<file path="config.mk">
export PLATFORM = sky130hd
export DESIGN_NAME = intersection_phase_scheduler
export DESIGN_NICKNAME = d
export VERILOG_FILES = /design/src/rtl/intersection_pkg.sv /design/src/rtl/phase_timer.sv /design/src/rtl/intersection_phase_scheduler.sv
export SDC_FILE = /design/constraint.sdc
export NUM_CORES = 1
export LEC_CHECK = 0
export ABC_AREA = 1
export BUFFER_PORTS_ARGS = -buffer_cell sky130_fd_sc_hd__buf_4
export CAP_MARGIN = 20
export CORE_AREA = 2 2 52 49
export DETAILED_ROUTE_END_ITERATION = 12
export DIE_AREA = 0 0 54 51
export SYNTH_ARGS = -nofsm -noshare
export SYNTH_HDL_FRONTEND = slang
export SYNTH_SLANG_ARGS = --single-unit
</file>
<file path="constraint.sdc">
create_clock -name clk -period 4 [get_ports clk]
set_input_delay 0 -clock clk [delete_from_list [all_inputs] [get_ports clk]]
set_output_delay 0 -clock clk [all_outputs]
set_load 0.03 [all_outputs]
</file>
<file path="src/rtl/intersection_pkg.sv">
// Shared types and default phase durations for the intersection phase scheduler.
package intersection_pkg;

    typedef enum logic [2:0] {
        MAIN_GREEN  = 3'd0,
        MAIN_YELLOW = 3'd1,
        ALLRED_A    = 3'd2,
        SIDE_GREEN  = 3'd3,
        SIDE_YELLOW = 3'd4,
        PED_WALK    = 3'd5,
        ALLRED_B    = 3'd6
    } phase_e;

    typedef enum logic {
        SERVE_SIDE = 1'b0,
        SERVE_PED  = 1'b1
    } served_e;

    localparam int DEF_GREEN_MIN = 8;
    localparam int DEF_GREEN_MAX = 30;
    localparam int DEF_YELLOW_T  = 4;
    localparam int DEF_ALLRED_T  = 2;
    localparam int DEF_WALK_T    = 10;
    localparam int DEF_TIMER_W   = 6;

    // Round-robin pick between the two non-main phases; only meaningful when at least one is pending.
    function automatic served_e pick_next(input logic side_pend, input logic ped_pend,
                                          input served_e last);
        if (side_pend && ped_pend) begin
            return (last == SERVE_PED) ? SERVE_SIDE : SERVE_PED;
        end
        return side_pend ? SERVE_SIDE : SERVE_PED;
    endfunction

endpackage

</file>
<file path="src/rtl/phase_timer.sv">
// Saturating up-counter of cycles spent in the current phase; clear restarts it at zero.
module phase_timer #(
    parameter int W = 6
) (
    input  logic         clk,
    input  logic         rst,
    input  logic         clear,
    output logic [W-1:0] count
);

    logic [W-1:0] count_reg;

    always_ff @(posedge clk or posedge rst) begin
        if (rst) begin
            count_reg <= '0;
        end else if (clear) begin
            count_reg <= '0;
        end else if (count_reg != '1) begin
            count_reg <= count_reg + W'(1);
        end
    end

    assign count = count_reg;

endmodule

</file>
<file path="src/rtl/intersection_phase_scheduler.sv">
// Demand-driven main/side/pedestrian phase scheduler with round-robin service of
// latched side and pedestrian requests; lamps are a Moore decode of the phase register.
module intersection_phase_scheduler
    import intersection_pkg::*;
#(
    parameter int GREEN_MIN = DEF_GREEN_MIN,
    parameter int GREEN_MAX = DEF_GREEN_MAX,
    parameter int YELLOW_T  = DEF_YELLOW_T,
    parameter int ALLRED_T  = DEF_ALLRED_T,
    parameter int WALK_T    = DEF_WALK_T,
    parameter int TIMER_W   = DEF_TIMER_W
) (
    input  logic               clk,
    input  logic               rst,
    input  logic               side_req,
    input  logic               ped_req,
    output logic               main_red,
    output logic               main_yellow,
    output logic               main_green,
    output logic               side_red,
    output logic               side_yellow,
    output logic               side_green,
    output logic               walk,
    output logic               ped_wait,
    output logic [2:0]         phase,
    output logic [TIMER_W-1:0] timer
);

    localparam logic [TIMER_W-1:0] GMIN_LAST   = TIMER_W'(GREEN_MIN - 1);
    localparam logic [TIMER_W-1:0] GMAX_LAST   = TIMER_W'(GREEN_MAX - 1);
    localparam logic [TIMER_W-1:0] YELLOW_LAST = TIMER_W'(YELLOW_T - 1);
    localparam logic [TIMER_W-1:0] ALLRED_LAST = TIMER_W'(ALLRED_T - 1);
    localparam logic [TIMER_W-1:0] WALK_LAST   = TIMER_W'(WALK_T - 1);

    phase_e  state_reg, state_next;
    served_e rr_last_reg, rr_last_next;
    logic    side_pend_reg, side_pend_next;
    logic    ped_pend_reg, ped_pend_next;
    logic    timer_clear;
    served_e pick;

    phase_timer #(
        .W(TIMER_W)
    ) u_timer (
        .clk  (clk),
        .rst  (rst),
        .clear(timer_clear),
        .count(timer)
    );

    always_ff @(posedge clk or posedge rst) begin
        if (rst) begin
            state_reg     <= MAIN_GREEN;
            rr_last_reg   <= SERVE_PED;
            side_pend_reg <= 1'b0;
            ped_pend_reg  <= 1'b0;
        end else begin
            state_reg     <= state_next;
            rr_last_reg   <= rr_last_next;
            side_pend_reg <= side_pend_next;
            ped_pend_reg  <= ped_pend_next;
        end
    end

    assign pick = pick_next(side_pend_reg, ped_pend_reg, rr_last_reg);

    always_comb begin
        state_next   = state_reg;
        rr_last_next = rr_last_reg;
        case (state_reg)
            MAIN_GREEN: begin
                if (timer >= GMIN_LAST && (side_pend_reg || ped_pend_reg)) begin
                    state_next = MAIN_YELLOW;
                end
            end
            MAIN_YELLOW: begin
                if (timer == YELLOW_LAST) state_next = ALLRED_A;
            end
            ALLRED_A: begin
                if (timer == ALLRED_LAST) begin
                    // Nothing pending cannot normally happen here; fall back to the return path.
                    if (!side_pend_reg && !ped_pend_reg) begin
                        state_next = ALLRED_B;
                    end else begin
                        rr_last_next = pick;
                        state_next   = (pick == SERVE_SIDE) ? SIDE_GREEN : PED_WALK;
                    end
                end
            end
            SIDE_GREEN: begin
                if (timer == GMAX_LAST || (timer >= GMIN_LAST && !side_req)) begin
                    state_next = SIDE_YELLOW;
                end
            end
            SIDE_YELLOW: begin
                if (timer == YELLOW_LAST) state_next = ALLRED_B;
            end
            PED_WALK: begin
                if (timer == WALK_LAST) state_next = ALLRED_B;
            end
            ALLRED_B: begin
                if (timer == ALLRED_LAST) state_next = MAIN_GREEN;
            end
            default: state_next = MAIN_GREEN;
        endcase
    end

    assign timer_clear = (state_next != state_reg);

    // A new request outside the serving phase beats the clear that happens on entry.
    always_comb begin
        side_pend_next = side_pend_reg;
        ped_pend_next  = ped_pend_reg;
        if (side_req && state_reg != SIDE_GREEN) begin
            side_pend_next = 1'b1;
        end else if (state_next == SIDE_GREEN && state_reg != SIDE_GREEN) begin
            side_pend_next = 1'b0;
        end
        if (ped_req && state_reg != PED_WALK) begin
            ped_pend_next = 1'b1;
        end else if (state_next == PED_WALK && state_reg != PED_WALK) begin
            ped_pend_next = 1'b0;
        end
    end

    always_comb begin
        main_red    = 1'b1;
        main_yellow = 1'b0;
        main_green  = 1'b0;
        side_red    = 1'b1;
        side_yellow = 1'b0;
        side_green  = 1'b0;
        walk        = 1'b0;
        case (state_reg)
            MAIN_GREEN:  begin main_red = 1'b0; main_green  = 1'b1; end
            MAIN_YELLOW: begin main_red = 1'b0; main_yellow = 1'b1; end
            SIDE_GREEN:  begin side_red = 1'b0; side_green  = 1'b1; end
            SIDE_YELLOW: begin side_red = 1'b0; side_yellow = 1'b1; end
            PED_WALK:    walk = 1'b1;
            default:     ;
        endcase
    end

    assign ped_wait = ped_pend_reg;
    assign phase    = state_reg;

endmodule

</file>
==> flow_summary_export.csv, run 1 <==
group,metric,value,unit
run_status,outcome,"completed",
clock_tree,clock_path_buffers,2,
die,fp.dieArea,2750,sq um
clock_tree,cts-root-buf,"clkbuf_4",
sta,max_freq,563,MHz
global_routing,met3_usage,7.02,%
route,drt-vias-per-instance,4.67,
route,post_drt_wl_per_cell,10.6,um
power_and_ir_drop,power.density,258,nW/um^2
clock_tree,cts_tree,"built",
sta,worst_pin_slew,0.479,ns
global_routing,grt-ovfl-total,0,
route,routed-via-count,854,
placement,dp_hpwl,1550,um
clock_tree,htree_num_levels,1,
synth,synthCells,129,
synth,synth_ff_type,"dfrtp_1",
synth,synth_top_cell_area_share,32.1,%
sta,period_needed,1.77,ns
setup_path,worst-setup-path-type,"reg2reg",
clock_tree,clk_pin_slew_worst_paths,0.08,ns
synth,ys_warn_count,0,
die,die_x,54,um
synth,synthTopCellsByCount,"nand2_1, inv_1, nor2_1",
power_and_ir_drop,p_sw_share,29.9,%
clock_tree,worstSkewPairLatency,0.28,ns
final_layout,diodes,0,
synth,syn_area_per_cell,6.64,sq um
sta,final_max_slew_viol_count,0,
synth,synth_cell_types,18,
sta,skew,0.000692,ns
final_layout,finish.instance_area,1100,sq um
setup_path,critPathRequiredTime,4.22,ns
final_layout,nNetsFinal,163,
route,routed_wl,1930,um
setup_path,crit_fanout,6,
job,cap_violations,0,
clock_tree,clkSinkCount,12,
placement,place_congestion,0.774,
route,route.antenna.remaining_nets,0,
synth,synth_area_leaders,"dfrtp_1, nand2_1, inv_1",
sta,slew-limit-headroom,68.0,%
final_layout,largest_reg_flops,6,
global_routing,grt_max_degree,13,
die,fp-row-count,17,
route,drc,0,
power_and_ir_drop,p_int,199,uW
global_routing,grtUsageTotal,16.8,%
setup_path,arrival,1.99,ns
global_routing,grt_pass1_wl,3350,um
power_and_ir_drop,p_switching,85.0,uW
sta,setup_tns,0,ns
setup_path,cp-start-kind,"register",
setup_path,critPathCaptureType,"register",
synth,yosysSeqAreaShare,35.2,%
global_routing,use_met1,22.4,%
final_layout,areaGrowthSynthToFinish,28.2,%
route,drt_pass1_iterations,4,
sta,hold_viol_final,0,
die,start_util,37.3,%
power_and_ir_drop,pwr-share-clk,35.8,%
synth,syn_nets,136,
global_routing,antenna_found_initial,0,
sta,setup-violations-final,0,
synth,synth_seq_cells,12,
synth,synth_edf_count,0,
power_and_ir_drop,power_frac_comb,19.0,%
global_routing,use_met2,24.4,%
die,io_pins,21,
power_and_ir_drop,power_leakage,0.619,nW
sta,fin_crit_sh,44.4,%
final_layout,drive_above_1_share,25.8,%
sta,grt_setup_unrepaired,"no",
worst_hold_path,hp-class,"in2reg",
power_and_ir_drop,power_frac_seq,45.2,%
power_and_ir_drop,vdd_drop_max,0.000168,V
global_routing,top_usage_layer,"met2",
placement,placement.cell_area,1040,sq um
global_routing,grt_pass1_vias,771,
synth,syn_area,857,sq um
route,drt-initial-drc-count,12,
placement,numPortBuffers,20,
clock_tree,numCtsBuffers,3,
die,die_h,51,um
synth,async_reset_ff_share,100,%
synth,yosysMostFrequentCell,"nand2_1",
die,core,2300,sq um
synth,synth_top_area_cell,"dfrtp_1",
==> per-stage QoR <==
step | util [%] | hold WS [ns] | power [mW] | cells | setup WS, ns
2_1_floorplan | - | -0.136 | 0.166 | 129 | 2.15
3_3_place_gp | 45.4 | 0.0552 | 0.183 | 177 | 2.32
3_5_place_dp | 45.4 | 0.0539 | 0.184 | 177 | 2.25
4_1_cts | 47.8 | 0.0638 | 0.287 | 183 | 2.21
5_1_grt | 47.8 | 0.0670 | 0.302 | 183 | 2.02
6_report | 47.8 | 0.0565 | 0.284 | 183 | 2.23
==> critical path: stages, from the launching register on <==
cell and delay [ns]:
dfrtp_1 0.46, ha_1 0.27, o21ai_0 0.17, nand2_1 0.09, nand2_1 0.08, nand2_1 0.05
nand2_1 0.06, nand2_2 0.06, a21oi_1 0.17, nand3_2 0.17, nor2_1 0.13
==> final timing paths <==
kind | from | slack, ns | cells after the start | to
worst max-delay path | u_timer.count[0] | 2.23 | 10 | u_timer.count[0]
worst min-delay path | side_req | 0.06 | 4 | side_pend_reg
min in group asynchronous | rst | 0.28 | 3 | ped_wait
worst min register to register | rr_last_reg | 0.51 | 2 | rr_last_reg
worst max register to register | u_timer.count[0] | 2.23 | 10 | u_timer.count[0]
max in group asynchronous | rst | 3.37 | 3 | rr_last_reg
==> cell families after synthesis <==
family          after synthesis  synth area share (%)
buf+inv                      24                  10.5
xor+xnor                      2                  2.04
compound gates               10                  5.84
fa+ha+maj                     3                  4.38
flops                        12                  35.2
simple gates                 78                  42.0
==> placed cells by master (no fill, tap or decap), types with 4 or more instances in the layout <==
| cell type | instances |
|---|---|
| dfrtp_1 | 11 |
| nand2_1 | 37 |
| buf_4 | 20 |
| inv_1 | 21 |
| nand3_2 | 4 |
| nor2_2 | 4 |
| nor2_1 | 18 |
| nand3_1 | 7 |
| o21ai_0 | 7 |
==> timing repair <==
item | 4_1_cts | 5_1_grt
gates resized for setup | 0 | 0
setup buffers | 0 | 0
setup endpoints to repair | 0 | 0
hold buffers | 2 | 0
endpoints found under the hold margin | 12 | 0
==> layer usage <==
| layer | share of wire [%] | routed length [um] | vias up |
|---|---|---|---|
| met5 | 0 | 0 | - |
| met4 | 0.98 | 19 | 0 |
| met3 | 5.8 | 112 | 5 |
| met2 | 45 | 874 | 18 |
| met1 | 48 | 925 | 378 |
| li1 | - | - | 453 |
==> area by class of cell <==
| type | instances | area [sq um] |
|---|---|---|
| well taps | 28 | 35.0 |
| flip-flops and latches | 12 | 302 |
| repair buffers | 22 | 170 |
| multi-input cells | 93 | 465 |
| clock buffers | 4 | 36.3 |
| fillers | 250 | 1200 |
| inverters | 24 | 90.1 |
==> power groups by stage <==
| stage | logic [mW] | registers [mW] | clock network [mW] |
|---|---|---|---|
| global route | 0.0611 | 0.129 | 0.112 |
| detailed placement | 0.0531 | 0.131 | 0 |
| finish | 0.0540 | 0.128 | 0.102 |
| global placement | 0.0528 | 0.131 | 0 |
| CTS | 0.0548 | 0.128 | 0.104 |
| floorplan | 0.0323 | 0.134 | 0 |
No activity file was read; power rests on OpenSTA's default activity.
==> run 2, diff against run 1 <==
--- a/config.mk
+++ b/config.mk
@@ -5,12 +5,12 @@
 export SDC_FILE = /design/constraint.sdc
 export NUM_CORES = 1
 export LEC_CHECK = 0
-export ABC_AREA = 1
+export ABC_AREA = 0
 export BUFFER_PORTS_ARGS = -buffer_cell sky130_fd_sc_hd__buf_4
 export CAP_MARGIN = 20
-export CORE_AREA = 2 2 52 49
+export CORE_AREA = 2 2 54 51
 export DETAILED_ROUTE_END_ITERATION = 12
-export DIE_AREA = 0 0 54 51
+export DIE_AREA = 0 0 56 53
 export SYNTH_ARGS = -nofsm -noshare
 export SYNTH_HDL_FRONTEND = slang
 export SYNTH_SLANG_ARGS = --single-unit
==> constraint.sdc (replaced) <==
create_clock -name clk -period 1.6 [get_ports clk]
set_input_delay 0 -clock clk [delete_from_list [all_inputs] [get_ports clk]]
set_output_delay 0 -clock clk [all_outputs]
set_load 0.03 [all_outputs]
==> flow_summary_export.csv, run 2 <==
group,metric,value,unit
synth,synth-compound-area-share,24.1,%
power_and_ir_drop,fin_total_pwr,2.35,mW
route,routed_wl,2810,um
worst_hold_path,hp-class,"in2reg",
synth,synth-simple-area-share,30.9,%
power_and_ir_drop,power.density,1630,nW/um^2
sta,period_needed,1.89,ns
die,fp-row-count,17,
synth,synth_seq_cells,12,
synth,yosysSeqAreaShare,32.2,%
run_status,failed_checks,"negative setup slack",
synth,synth_ff_type,"dfrtp_1",
setup_path,cp-start-kind,"register",
global_routing,antenna_found_initial,0,
final_layout,areaGrowthSynthToFinish,54.3,%
setup_path,crit_fanout,6,
global_routing,grt-ovfl-total,0,
route,drc,0,
clock_tree,worstSkewPairLatency,0.28,ns
synth,synth_fa_ha_area_share,4.01,%
clock_tree,htree_num_levels,1,
sta,setup-violations-final,12,
global_routing,grt_pass1_wl,4380,um
sta,skew,0.00708,ns
setup_path,critPathRequiredTime,1.81,ns
setup_path,critPathCaptureType,"register",
power_and_ir_drop,vdd_drop_max,0.00109,V
die,fp.dieArea,2970,sq um
route,drt-vias-per-instance,5.42,
die,core,2380,sq um
final_layout,mostFrequentLayoutCell,"buf_4",
synth,ys_warn_count,0,
sta,fin_crit_sh,118,%
final_layout,largest_reg_flops,6,
clock_tree,clock_path_buffers,2,
synth,synthTopCellsByCount,"nor2_1, dfrtp_1, a21oi_1",
synth,synth-xor-area-share,0.936,%
final_layout,finish.instance_area,1440,sq um
global_routing,grtUsageTotal,19.4,%
sta,fin_ws,-0.294,ns
route,drt_pass1_iterations,4,
synth,synth_area_leaders,"dfrtp_1, nor2_1, a21oi_1",
synth,yosysMostFrequentCell,"nor2_1",
route,route.antenna.remaining_nets,0,
synth,async_reset_ff_share,100,%
sta,hold_viol_final,0,
placement,place_congestion,0.869,
sta,final_max_slew_viol_count,0,
route,drt-initial-drc-count,40,
final_layout,final_cell_mix,"buf_4, nor2_1, dfrtp_1, a21oi_1",
clock_tree,cts-root-buf,"clkbuf_4",
clock_tree,clkSinkCount,12,
job,cap_violations,0,
global_routing,grt_pass1_vias,921,
route,routed-via-count,997,
synth,syn_nets,112,
global_routing,grt_max_degree,13,
clock_tree,numCtsBuffers,3,
final_layout,diodes,0,
synth,synthCells,105,
synth,synth_mux_area_share,1.07,%
die,die_h,53,um
die,die_x,56,um
synth,synth_top_area_cell,"dfrtp_1",
placement,placement.cell_area,1320,sq um
final_layout,fill_cells,216,
run_status,outcome,"finished, violations left",
sta,slew-limit-headroom,66.6,%
route,post_drt_wl_per_cell,15.3,um
setup_path,worst-setup-path-type,"reg2reg",
clock_tree,clk_pin_slew_worst_paths,0.09,ns
power_and_ir_drop,power_leakage,0.665,nW
clock_tree,cts_tree,"built",
synth,synth_edf_count,0,
synth,synth_cell_types,46,
synth,syn_area_per_cell,8.91,sq um
final_layout,nNetsFinal,164,
placement,dp_hpwl,2040,um
placement,numPortBuffers,20,
final_layout,drive_above_1_share,55.8,%
sta,max_freq,528,MHz
die,start_util,39.3,%
synth,syn_area,936,sq um
sta,worst_pin_slew,0.501,ns
die,io_pins,21,
synth,synth_top_family_by_area,"simple AND/OR/NAND/NOR gates",
sta,grt_setup_unrepaired,"yes",
synth,synth_top_cell_area_share,29.4,%
setup_path,arrival,2.10,ns
## run 2: cell types whose count changed after synthesis, moves of 3 or more
cell	before	now
inv_1	21	6
a21oi_1	3	8
and3_1	0	3
o21ai_0	7	4
inv_2	3	0
a31oi_1	0	3
nor2_1	18	14
nand3_2	4	0
nand2_1	37	5
buf_2	0	3
nor2_2	4	0
## run 2: cells by family after synthesis
kind of cell	Yosys count
adder cells (fa/ha/maj)	3
XOR/XNOR	1
flip-flops	12
multiplexers	1
buffers and inverters	12
AO/OA/AOI/OAI	29
AND/OR/NAND/NOR	47
## run 2: final timing paths
path	end	slack, ns	startpoint	depth (start not counted)
min in group asynchronous	u_timer.count[3]	0.30	rst	3
hold / removal	side_pend_reg	0.08	side_req	3
setup / recovery	u_timer.count[4]	-0.29	u_timer.count[0]	6
hold reg to reg	rr_last_reg	0.58	side_pend_reg	1
setup reg to reg	u_timer.count[4]	-0.29	u_timer.count[0]	6
max in group asynchronous	u_timer.count[1]	0.93	rst	3
## run 2: routing by layer
layer	up-vias	GRT usage, %	share of wire (%)
li1	484	-	-
met1	475	24.5	44
met2	34	33.3	50
met3	4	5.13	5.3
met4	0	4.37	1.1
met5	-	0	0
## run 2: stage by stage
stage	hold WS (ns)	util (%)	setup TNS, ns	setup slack (ns)	instances
after floorplan	-0.136	-	-2.43	-0.284	105
after global placement	0.0590	55.4	-2.36	-0.302	175
after detailed placement	0.0634	55.4	-2.78	-0.324	175
after CTS	0.0624	60.0	-2.31	-0.265	184
after global routing	0.0954	60.6	-3.59	-0.382	184
final	0.0805	60.6	-2.43	-0.294	184
## run 2: critical path, stage by stage, from the launching register on
cell and delay (ns):
dfrtp_2 0.45, ha_2 0.21, o21ai_2 0.19, a21oi_2 0.09, or3_4 0.43, a31o_4 0.27
nor3_2 0.18
## run 2: layout make-up
type / instances / area (sq um) / share of cell area (%)
inverters: 6 / 22.5 / 1.56
repair buffers: 53 / 407 / 28.2
well taps: 28 / 35.0 / 2.43
multi-input cells: 81 / 639 / 44.3
clock buffers: 4 / 36.3 / 2.51
flip-flops and latches: 12 / 304 / 21.1
## run 2: repair_timing
action                                  4_1_cts  5_1_grt
resized for setup                             7        4
hold buffers                                  2        0
pin swaps                                    12        2
gates cloned                                  0        0
buffers inserted                              3        1
hold endpoints to repair                     12        0
endpoints found under the setup margin       12       13
## run 2: power breakdown
part / switching, mW / internal [mW]
sequential: 0.114 / 0.404
combinational: 0.834 / 0.751
clock: 0.113 / 0.138
==> run 3, diff against run 2 <==
--- a/config.mk
+++ b/config.mk
@@ -11,6 +11,7 @@
 export CORE_AREA = 2 2 54 51
 export DETAILED_ROUTE_END_ITERATION = 12
 export DIE_AREA = 0 0 56 53
+export RECOVER_POWER = 100
 export SYNTH_ARGS = -nofsm -noshare
 export SYNTH_HDL_FRONTEND = slang
 export SYNTH_SLANG_ARGS = --single-unit
==> flow_summary_export.csv, run 3 (synthesis gave the netlist of run 2 again) <==
group,metric,value,unit
sta,final_max_slew_viol_count,0,
route,drt-vias-per-instance,5.44,
setup_path,critPathRequiredTime,1.80,ns
final_layout,largest_reg_flops,6,
placement,place_congestion,0.869,
final_layout,drive_above_1_share,52.6,%
clock_tree,numCtsBuffers,3,
sta,fin_ws,-0.294,ns
worst_hold_path,hp-class,"in2reg",
sta,fin_crit_sh,118,%
power_and_ir_drop,power_leakage,0.645,nW
die,fp-row-count,17,
clock_tree,cts_tree,"built",
setup_path,arrival,2.10,ns
die,die_h,53,um
global_routing,grt_max_degree,13,
final_layout,fin_cells,184,
power_and_ir_drop,power.density,1640,nW/um^2
sta,grt_setup_unrepaired,"yes",
die,fp.dieArea,2970,sq um
final_layout,nNetsFinal,164,
power_and_ir_drop,vdd_drop_max,0.00109,V
final_layout,areaGrowthSynthToFinish,52.0,%
setup_path,crit_fanout,6,
die,io_pins,21,
sta,setup-violations-final,13,
sta,slew-limit-headroom,65.9,%
sta,max_freq,528,MHz
route,drt_pass1_iterations,4,
global_routing,grt-ovfl-total,0,
placement,placement.cell_area,1320,sq um
global_routing,grt_pass1_wl,4380,um
route,drc,0,
die,start_util,39.3,%
placement,dp.cells,175,
final_layout,mostFrequentLayoutCell,"buf_4",
clock_tree,clkSinkCount,12,
clock_tree,clock_path_buffers,2,
final_layout,final_cell_mix,"buf_4, nor2_1, dfrtp_1, a21oi_1, clkbuf_4",
sta,period_needed,1.89,ns
route,routed_wl,2800,um
run_status,failed_checks,"negative setup slack",
sta,worst_pin_slew,0.511,ns
clock_tree,worstSkewPairLatency,0.28,ns
placement,numPortBuffers,20,
sta,hold_viol_final,0,
global_routing,grt_pass1_vias,921,
setup_path,cp-start-kind,"register",
die,die_x,56,um
global_routing,grtUsageTotal,19.4,%
setup_path,worst-setup-path-type,"reg2reg",
final_layout,diodes,0,
clock_tree,htree_num_levels,1,
sta,skew,0.00663,ns
die,core,2380,sq um
route,post_drt_wl_per_cell,15.2,um
global_routing,antenna_found_initial,0,
placement,dp_hpwl,2040,um
route,drt-initial-drc-count,39,
clock_tree,cts-root-buf,"clkbuf_4",
route,routed-via-count,1001,
final_layout,finish.instance_area,1420,sq um
run_status,outcome,"finished, violations left",
job,cap_violations,0,
setup_path,critPathCaptureType,"register",
route,route.antenna.remaining_nets,0,
clock_tree,clk_pin_slew_worst_paths,0.09,ns
sta,setup_tns,-2.48,ns
[run 3: per-layer routing]
layer  up-vias  global-route usage (%)  part of all wire (%)
met5         -                       0                     0
li1        489                       -                     -
met1       469                    24.5                    43
met4         0                    4.37                   1.1
met2        39                    33.3                    50
met3         4                    5.13                   5.8
[run 3: critical path, stage by stage, from the launching register on]
cell     delay [ns]
dfrtp_2        0.45
ha_2           0.21
o21ai_2        0.19
a21oi_2        0.09
or3_4          0.43
a31o_4         0.27
nor3_2         0.17
[run 3: final timing paths]
| check | from | to | slack [ns] | depth (start not counted) |
|---|---|---|---|---|
| max in group asynchronous | rst | u_timer.count[0] | 0.92 | 3 |
| worst min-delay path | side_req | side_pend_reg | 0.08 | 3 |
| worst max-delay path | u_timer.count[0] | u_timer.count[4] | -0.29 | 6 |
| worst min register to register | side_pend_reg | rr_last_reg | 0.58 | 1 |
| min in group asynchronous | rst | u_timer.count[3] | 0.30 | 3 |
| worst max register to register | u_timer.count[0] | u_timer.count[4] | -0.29 | 6 |
[run 3: timing repair]
| action | 4_1_cts | 5_1_grt |
|---|---|---|
| pin swaps | 12 | 2 |
| endpoints found under the hold margin | 12 | 0 |
| gates resized for setup | 7 | 4 |
| endpoints found under the setup margin | 12 | 13 |
| buffers inserted | 3 | 1 |
| hold buffers | 2 | 0 |
[run 3: final cells by class]
class                   count  area (sq um)
multi-input cells          81           639
inverters                   6          22.5
well taps                  28          35.0
repair buffers             53           385
fillers                   225           960
clock buffers               4          36.3
flip-flops and latches     12           304
[run 3: power breakdown]
group	total [mW]	leakage (nW)	internal, mW	switching, mW
combinational	1.56	0.483	0.727	0.832
sequential	0.518	0.141	0.404	0.113
clock	0.251	0.0210	0.138	0.112
[run 3: per-stage QoR]
step | utilization (%) | power [mW] | setup WS, ns | hold WS [ns]
after floorplan | - | 1.41 | -0.284 | -0.136
after global placement | 55.4 | 1.98 | -0.302 | 0.0590
after detailed placement | 55.4 | 2.00 | -0.324 | 0.0634
after CTS | 60.0 | 2.34 | -0.265 | 0.0624
after global routing | 59.7 | 2.49 | -0.382 | 0.0954
final | 59.7 | 2.33 | -0.294 | 0.0826
